### src/rtl/operand_stream_bank.sv
// Operand store and feeder for the MAC-grid matrix multiplier: loads W then X over a
// valid/ready stream, clears the active MACs, then broadcasts one inner-product step per cycle.
module operand_stream_bank #(
  parameter int DATA_W  = 4,
  parameter int MAX_DIM = 3,
  localparam int DIM_W  = $clog2(MAX_DIM+1)
) (
  input  logic                          clk,
  input  logic                          rst,
  input  logic                          start,
  input  logic [DIM_W-1:0]              row_w,
  input  logic [DIM_W-1:0]              col_w,
  input  logic [DIM_W-1:0]              row_x,
  input  logic [DIM_W-1:0]              col_x,
  input  logic                          clear_mem,
  input  logic                          in_valid,
  input  logic [DATA_W-1:0]             in_data,
  output logic                          in_ready,
  output logic                          busy,
  output logic                          err_dim,
  output logic [MAX_DIM*DATA_W-1:0]     w_out,
  output logic [MAX_DIM*DATA_W-1:0]     x_out,
  output logic                          feed_valid,
  output logic [MAX_DIM*MAX_DIM-1:0]    ld_mac,
  output logic [MAX_DIM*MAX_DIM-1:0]    clear_mac,
  output logic                          unload_res
);

  localparam int CNT_W = $clog2(MAX_DIM*MAX_DIM+1);
  localparam int NM    = MAX_DIM*MAX_DIM;
  localparam int OW    = MAX_DIM*DATA_W;

  typedef enum logic [2:0] {S_IDLE, S_LOAD_W, S_LOAD_X, S_CLEAR, S_FEED, S_DONE} state_t;
  typedef logic [MAX_DIM-1:0][MAX_DIM-1:0][DATA_W-1:0] mem_t;

  state_t            state_q, state_d;
  mem_t              w_mem_q, w_mem_d, x_mem_q, x_mem_d;
  logic [DIM_W-1:0]  rw_q, rw_d, cw_q, cw_d, rx_q, rx_d, cx_q, cx_d;
  logic [DIM_W-1:0]  r_q, r_d, c_q, c_d, k_q, k_d;
  logic [CNT_W-1:0]  addr_q, addr_d;
  logic              busy_q, busy_d, err_dim_q, err_dim_d;
  logic              feed_valid_q, feed_valid_d, unload_res_q, unload_res_d;
  logic [OW-1:0]     w_out_q, w_out_d, x_out_q, x_out_d;
  logic [NM-1:0]     ld_mac_q, ld_mac_d, clear_mac_q, clear_mac_d;

  logic              accept, dim_bad;
  logic [DIM_W-1:0]  ncol;
  logic [CNT_W-1:0]  total;
  logic [NM-1:0]     mask;

  assign in_ready = (state_q == S_LOAD_W || state_q == S_LOAD_X) && !clear_mem;
  assign accept   = in_valid && in_ready;

  always_comb begin
    state_d      = state_q;
    w_mem_d      = w_mem_q;
    x_mem_d      = x_mem_q;
    rw_d         = rw_q;
    cw_d         = cw_q;
    rx_d         = rx_q;
    cx_d         = cx_q;
    r_d          = r_q;
    c_d          = c_q;
    k_d          = k_q;
    addr_d       = addr_q;
    err_dim_d    = 1'b0;
    feed_valid_d = 1'b0;
    unload_res_d = 1'b0;
    ld_mac_d     = '0;
    clear_mac_d  = '0;
    w_out_d      = '0;
    x_out_d      = '0;
    mask         = '0;

    // LOAD_W and LOAD_X share one write/advance path; only the geometry differs
    ncol  = (state_q == S_LOAD_W) ? cw_q : cx_q;
    total = (state_q == S_LOAD_W) ? CNT_W'(rw_q) * CNT_W'(cw_q)
                                  : CNT_W'(rx_q) * CNT_W'(cx_q);
    dim_bad = (row_w == '0) || (col_w == '0) || (row_x == '0) || (col_x == '0) ||
              (int'(row_w) > MAX_DIM) || (int'(col_w) > MAX_DIM) ||
              (int'(row_x) > MAX_DIM) || (int'(col_x) > MAX_DIM) ||
              (col_w != row_x);

    if (clear_mem) begin
      state_d = S_IDLE;
      w_mem_d = '0;
      x_mem_d = '0;
      addr_d  = '0;
      r_d     = '0;
      c_d     = '0;
      k_d     = '0;
    end else begin
      case (state_q)
        S_IDLE: begin
          if (start) begin
            if (dim_bad) begin
              err_dim_d = 1'b1;
            end else begin
              rw_d    = row_w;
              cw_d    = col_w;
              rx_d    = row_x;
              cx_d    = col_x;
              addr_d  = '0;
              r_d     = '0;
              c_d     = '0;
              state_d = S_LOAD_W;
            end
          end
        end
        S_LOAD_W, S_LOAD_X: begin
          if (accept) begin
            if (state_q == S_LOAD_W) w_mem_d[r_q][c_q] = in_data;
            else                     x_mem_d[r_q][c_q] = in_data;
            if (addr_q == total - CNT_W'(1)) begin
              addr_d  = '0;
              r_d     = '0;
              c_d     = '0;
              state_d = (state_q == S_LOAD_W) ? S_LOAD_X : S_CLEAR;
            end else begin
              addr_d = addr_q + CNT_W'(1);
              if (c_q == ncol - DIM_W'(1)) begin
                c_d = '0;
                r_d = r_q + DIM_W'(1);
              end else begin
                c_d = c_q + DIM_W'(1);
              end
            end
          end
        end
        S_CLEAR: begin
          k_d     = '0;
          state_d = S_FEED;
        end
        S_FEED: begin
          if (k_q == cw_q - DIM_W'(1)) state_d = S_DONE;
          else                         k_d = k_q + DIM_W'(1);
        end
        S_DONE:  state_d = S_IDLE;
        default: state_d = S_IDLE;
      endcase
    end

    for (int i = 0; i < MAX_DIM; i++)
      for (int j = 0; j < MAX_DIM; j++)
        mask[i*MAX_DIM+j] = (i < int'(rw_q)) && (j < int'(cx_q));

    // Outputs are registered from the next state so they line up with the state they describe
    busy_d = (state_d != S_IDLE);
    case (state_d)
      S_CLEAR: clear_mac_d = mask;
      S_FEED: begin
        feed_valid_d = 1'b1;
        ld_mac_d     = mask;
        for (int i = 0; i < MAX_DIM; i++)
          if (i < int'(rw_q)) w_out_d[i*DATA_W +: DATA_W] = w_mem_q[i][k_d];
        for (int j = 0; j < MAX_DIM; j++)
          if (j < int'(cx_q)) x_out_d[j*DATA_W +: DATA_W] = x_mem_q[k_d][j];
      end
      S_DONE:  unload_res_d = 1'b1;
      default: ;
    endcase
  end

  always_ff @(posedge clk or posedge rst) begin
    if (rst) begin
      state_q      <= S_IDLE;
      w_mem_q      <= '0;
      x_mem_q      <= '0;
      rw_q         <= '0;
      cw_q         <= '0;
      rx_q         <= '0;
      cx_q         <= '0;
      r_q          <= '0;
      c_q          <= '0;
      k_q          <= '0;
      addr_q       <= '0;
      busy_q       <= 1'b0;
      err_dim_q    <= 1'b0;
      feed_valid_q <= 1'b0;
      unload_res_q <= 1'b0;
      w_out_q      <= '0;
      x_out_q      <= '0;
      ld_mac_q     <= '0;
      clear_mac_q  <= '0;
    end else begin
      state_q      <= state_d;
      w_mem_q      <= w_mem_d;
      x_mem_q      <= x_mem_d;
      rw_q         <= rw_d;
      cw_q         <= cw_d;
      rx_q         <= rx_d;
      cx_q         <= cx_d;
      r_q          <= r_d;
      c_q          <= c_d;
      k_q          <= k_d;
      addr_q       <= addr_d;
      busy_q       <= busy_d;
      err_dim_q    <= err_dim_d;
      feed_valid_q <= feed_valid_d;
      unload_res_q <= unload_res_d;
      w_out_q      <= w_out_d;
      x_out_q      <= x_out_d;
      ld_mac_q     <= ld_mac_d;
      clear_mac_q  <= clear_mac_d;
    end
  end

  assign busy       = busy_q;
  assign err_dim    = err_dim_q;
  assign feed_valid = feed_valid_q;
  assign unload_res = unload_res_q;
  assign w_out      = w_out_q;
  assign x_out      = x_out_q;
  assign ld_mac     = ld_mac_q;
  assign clear_mac  = clear_mac_q;

endmodule

### config.mk
export PLATFORM = sky130hd
export DESIGN_NAME = operand_stream_bank
export DESIGN_NICKNAME = d
export VERILOG_FILES = /design/src/rtl/operand_stream_bank.sv
export SDC_FILE = /design/constraint.sdc
export NUM_CORES = 1
export LEC_CHECK = 0
export BUFFER_PORTS_ARGS = -buffer_cell sky130_fd_sc_hd__buf_2
export CAP_MARGIN = 10
export CORE_MARGIN = 2
export CORE_UTILIZATION = 46
export CTS_CLUSTER_DIAMETER = 40
export DETAILED_ROUTE_END_ITERATION = 16
export PLACE_DENSITY = 0.65
export SLEW_MARGIN = 5
export SYNTH_ARGS = -nofsm -noshare
export SYNTH_HDL_FRONTEND = slang
export SYNTH_SLANG_ARGS = --single-unit
### constraint.sdc
create_clock -name clk -period 10.1 [get_ports clk]
set_clock_uncertainty 0.2 [all_clocks]
set_input_delay 0.505 -clock clk [delete_from_list [all_inputs] [get_ports clk]]
set_output_delay 0.505 -clock clk [all_outputs]
set_load 0.01 [all_outputs]
==> run_results.csv <==
group,metric,value,unit
clocking,clock_latency,0.41,ns
synth,syn-cell-area,6630,um2
worst_hold_path,hold_path_depth,2,
synth,yosysWarnings,0,
global_routing,grt.total_usage,0.216,
route,num_vias,4824,
global_routing,grt_pass1_wl,25300,um
die,initial_utilization,0.474,
pwr,pwr-share-clk,0.469,
pwr,pwr-share-seq,0.434,
setup_path,cp_cell_sequence,"buf_2 -> buf_4 -> a2111oi_2 -> a311oi_2 -> buf_4 -> inv_2 -> a211oi_4 -> a22oi_1 -> nor2_1",
synth,post_syn_nets,669,
setup_path,worst_path_max_delay_cell,"sky130_fd_sc_hd__a211oi_4",
cells_and_area,flow.area_growth_from_synthesis,14.7,%
setup_path,worst_setup_path_end_kind,"flip-flop",
setup_path,cpLargestDelayFamily,"compound AO/OA/AOI/OAI gates",
cells_and_area,mostFrequentLayoutCell,"sky130_fd_sc_hd__dfrtp_1",
pwr,gate_power_share,0.097,
pwr,leakagePower,3.68,nW
pwr,switching_share,0.257,
setup_path,reg2regPathDepth,8,
sta,rsz0062_at_grt,"no",
route,routedWlPerCell,17.8,um
cells_and_area,n_antenna_cell,0,
die,io_pins,64,
clocking,clock_path_buffers,2,
synth,synth.lib_cells_used.distinct,58,
setup_path,cp.arrival,3.61,ns
die,die_footprint,15400,um2
sta,transition_time_of_the_tightest_slew_check_pin,1.22,ns
cells_and_area,drive_gt1_frac,0.215,
sta,post-route-min-period,3.47,ns
setup_path,worst_path_most_repeated_cell,"sky130_fd_sc_hd__buf_4",
synth,synth-async-reset-ratio,1.00,
sta,setup-tns-final,0,ns
status,run_status,"completed",
synth,ys_seq_area_frac,0.525,
place,port_buffers,63,
worst_hold_path,hold_path.class,"primary input to flip-flop",
setup_path,worstPathMaxFanout,86,
sta,final_min_period_over_clock_period,0.343,
die,fp.dieH,124,um
global_routing,largest_net_degree_at_the_start_of_global_routing,87,
cells_and_area,nNetsFinal,708,
clocking,cts.sinks,139,
pwr,switching_power,353,uW
global_routing,grt_antenna_before_repair,0,
route,drt-pass1-iter-count,7,
synth,synthFlopType,"sky130_fd_sc_hd__dfrtp_1",
clocking,htree_levels,4,
route,wirelength,15500,um
sta,setup_violations,0,
synth,yosys_register_bits,139,
cells_and_area,most-common-layout-cells,"sky130_fd_sc_hd__dfrtp_1, sky130_fd_sc_hd__nor2_1, sky130_fd_sc_hd__nand2_1, sky130_fd_sc_hd__buf_2, sky130_fd_sc_hd__nand3_1",
die,fp.coreArea,14000,um2
route,remaining_drc_errors,0,
pwr,power_density,181,nW/um2
sta,total_count_of_hold_check_failures_in_the_final_report,0,
clocking,clock-root-buffer,"sky130_fd_sc_hd__clkbuf_16",
route,route.detailed.vias_per_inst,5.53,
route,number_of_design_rule_violations_left_by_the_first_detailed_router_iteration,398,
pwr,p_int,1.02,mW
sta,number_of_pins_exceeding_their_max_slew_limit_in_the_final_report,0,
place,hpwl,10000,um
setup_path,cp.required,10.24,ns
synth,syn_area_per_cell,10.4,um2
synth,netlist_instances,640,
global_routing,gr-total-overflow,0,
clocking,worst_setup_hold_path_clk_slew,0.06,ns
pwr,ir_worst_vdd,0.000164,V
global_routing,via_count_of_the_first_global_routing_pass,4916,
clocking,tritoncts.num_buffers,17,
route,drt.antenna.violating_nets,0,
sta,max_freq,289,MHz
die,dieWidth,124,um
setup_path,timing.critical_path.depth,9,
die,placement_rows,43,
synth,number_of_enable_flip_flop_cells_after_synthesis,0,
setup_path,critical_path_buffer_and_inverter_count,4,
run,cap_violations,0,
sta,timing.slew.headroom,0.187,
setup_path,timing.setup.critical_path_class,"primary input to flip-flop",
place,place_congestion,0.789,
setup_path,worst_setup_path_start_kind,"primary input",
clocking,tritoncts,"yes",
sta,worst_hold_slack,0.139,ns
pwr,p_total,1.37,mW
setup_path,cp_slowest_stage_delay,1.02,ns
Yosys cell counts, types with 8 or more instances:
master                     instances  area [um2]
sky130_fd_sc_hd__inv_1            13        48.8
sky130_fd_sc_hd__a21oi_1          40         200
sky130_fd_sc_hd__ha_1             12         150
sky130_fd_sc_hd__dfrtp_1         139        3480
sky130_fd_sc_hd__mux2_1            9         101
sky130_fd_sc_hd__nand2_1          63         236
sky130_fd_sc_hd__o21ai_0           8        40.0
sky130_fd_sc_hd__nor2_1           80         300
sky130_fd_sc_hd__mux2_2           25         282
sky130_fd_sc_hd__clkbuf_1         32         120
sky130_fd_sc_hd__nand3_1          54         270
sky130_fd_sc_hd__mux2i_1          43         430
sky130_fd_sc_hd__and2_1           10        62.6
sky130_fd_sc_hd__a22oi_1          24         180
logic make-up (layout without fill, tap and decap cells):
kind of cell	Yosys count	after routing	synth area share
DFF	139	139	0.525
AOI/OAI and AO/OA	93	93	0.0915
adders and majority gates	12	12	0.0226
buffers and inverters	61	113	0.0410
xor gates and xnor gates	12	12	0.0181
muxes	77	77	0.123
and+or+nand+nor	246	246	0.179
through the flow:
step                utilization  cell area [um2]  worst slack, ns  std cells
floorplan                     -             6630             5.67        640
global placement          0.499             6980             6.42        839
detailed placement        0.499             6980             6.28        839
CTS                       0.544             7610             6.68        872
global route              0.544             7610             6.42        872
finish                    0.544             7610             6.63        872
final cells by class:
cell class	instances	area [um2]
Multi-Input combinational cell	440	2880
Tap cell	180	225
Inverter	14	57.6
Clock inverter	13	165
Clock buffer	19	453
Timing Repair Buffer	67	348
Fill cell	1211	6380
Sequential cell	139	3480
flip-flops by register name, indices dropped and copies added, names as in the netlist, 3 cells and up:
register,cells
addr_q,4
clear_mac,9
ld_mac,9
state_q,3
w_mem_q,36
w_out,12
x_mem_q,36
x_out,12
worst paths after layout:
kind | startpoint | to | slack, ns
setup / recovery | clear_mem | w_out[10] | 6.63
hold / removal | col_x[0] | cx_q[0] | 0.14
setup reg to reg | cw_q[1] | w_out[10] | 6.67
hold reg to reg | x_mem_q[13] | x_mem_q[13] | 0.32
max in group asynchronous | rst | cw_q[1] | 7.74
min in group asynchronous | rst | x_out[6] | 0.50
what timing repair did:
item,in CTS,in global routing
endpoints found under the hold margin,54,0
resized for setup,0,0
hold buffers,1,0
buffers inserted,0,0
endpoints found under the setup margin,0,0
power by group through the flow:
stage          clock network (mW)  registers [mW]  logic [mW]
5_1_grt                     0.676           0.598       0.148
6_report                    0.644           0.596       0.133
4_1_cts                     0.652           0.596       0.135
3_5_place_dp                    0           0.606       0.133
2_1_floorplan                   0           0.584       0.121
3_3_place_gp                    0           0.605       0.129
worst register-to-register path, stage by stage (launching register included):
cell	delay [ns]
sky130_fd_sc_hd__dfrtp_1	0.45
sky130_fd_sc_hd__xnor2_1	0.38
sky130_fd_sc_hd__a2111oi_2	0.13
sky130_fd_sc_hd__a311oi_2	0.28
sky130_fd_sc_hd__buf_4	0.27
sky130_fd_sc_hd__inv_2	0.21
sky130_fd_sc_hd__a211oi_4	1.03
sky130_fd_sc_hd__a22oi_1	0.24
sky130_fd_sc_hd__nor2_1	0.17
metal layers:
metal / global-route usage / vias to the layer above / wire length, um
met5: 0 / - / 0
met1: 0.292 / 2424 / 7090
met4: 0.0653 / 0 / 219
met2: 0.348 / 107 / 7580
li1: - / 2277 / -
met3: 0.0495 / 16 / 605
No activity file was read; power rests on OpenSTA's default activity.
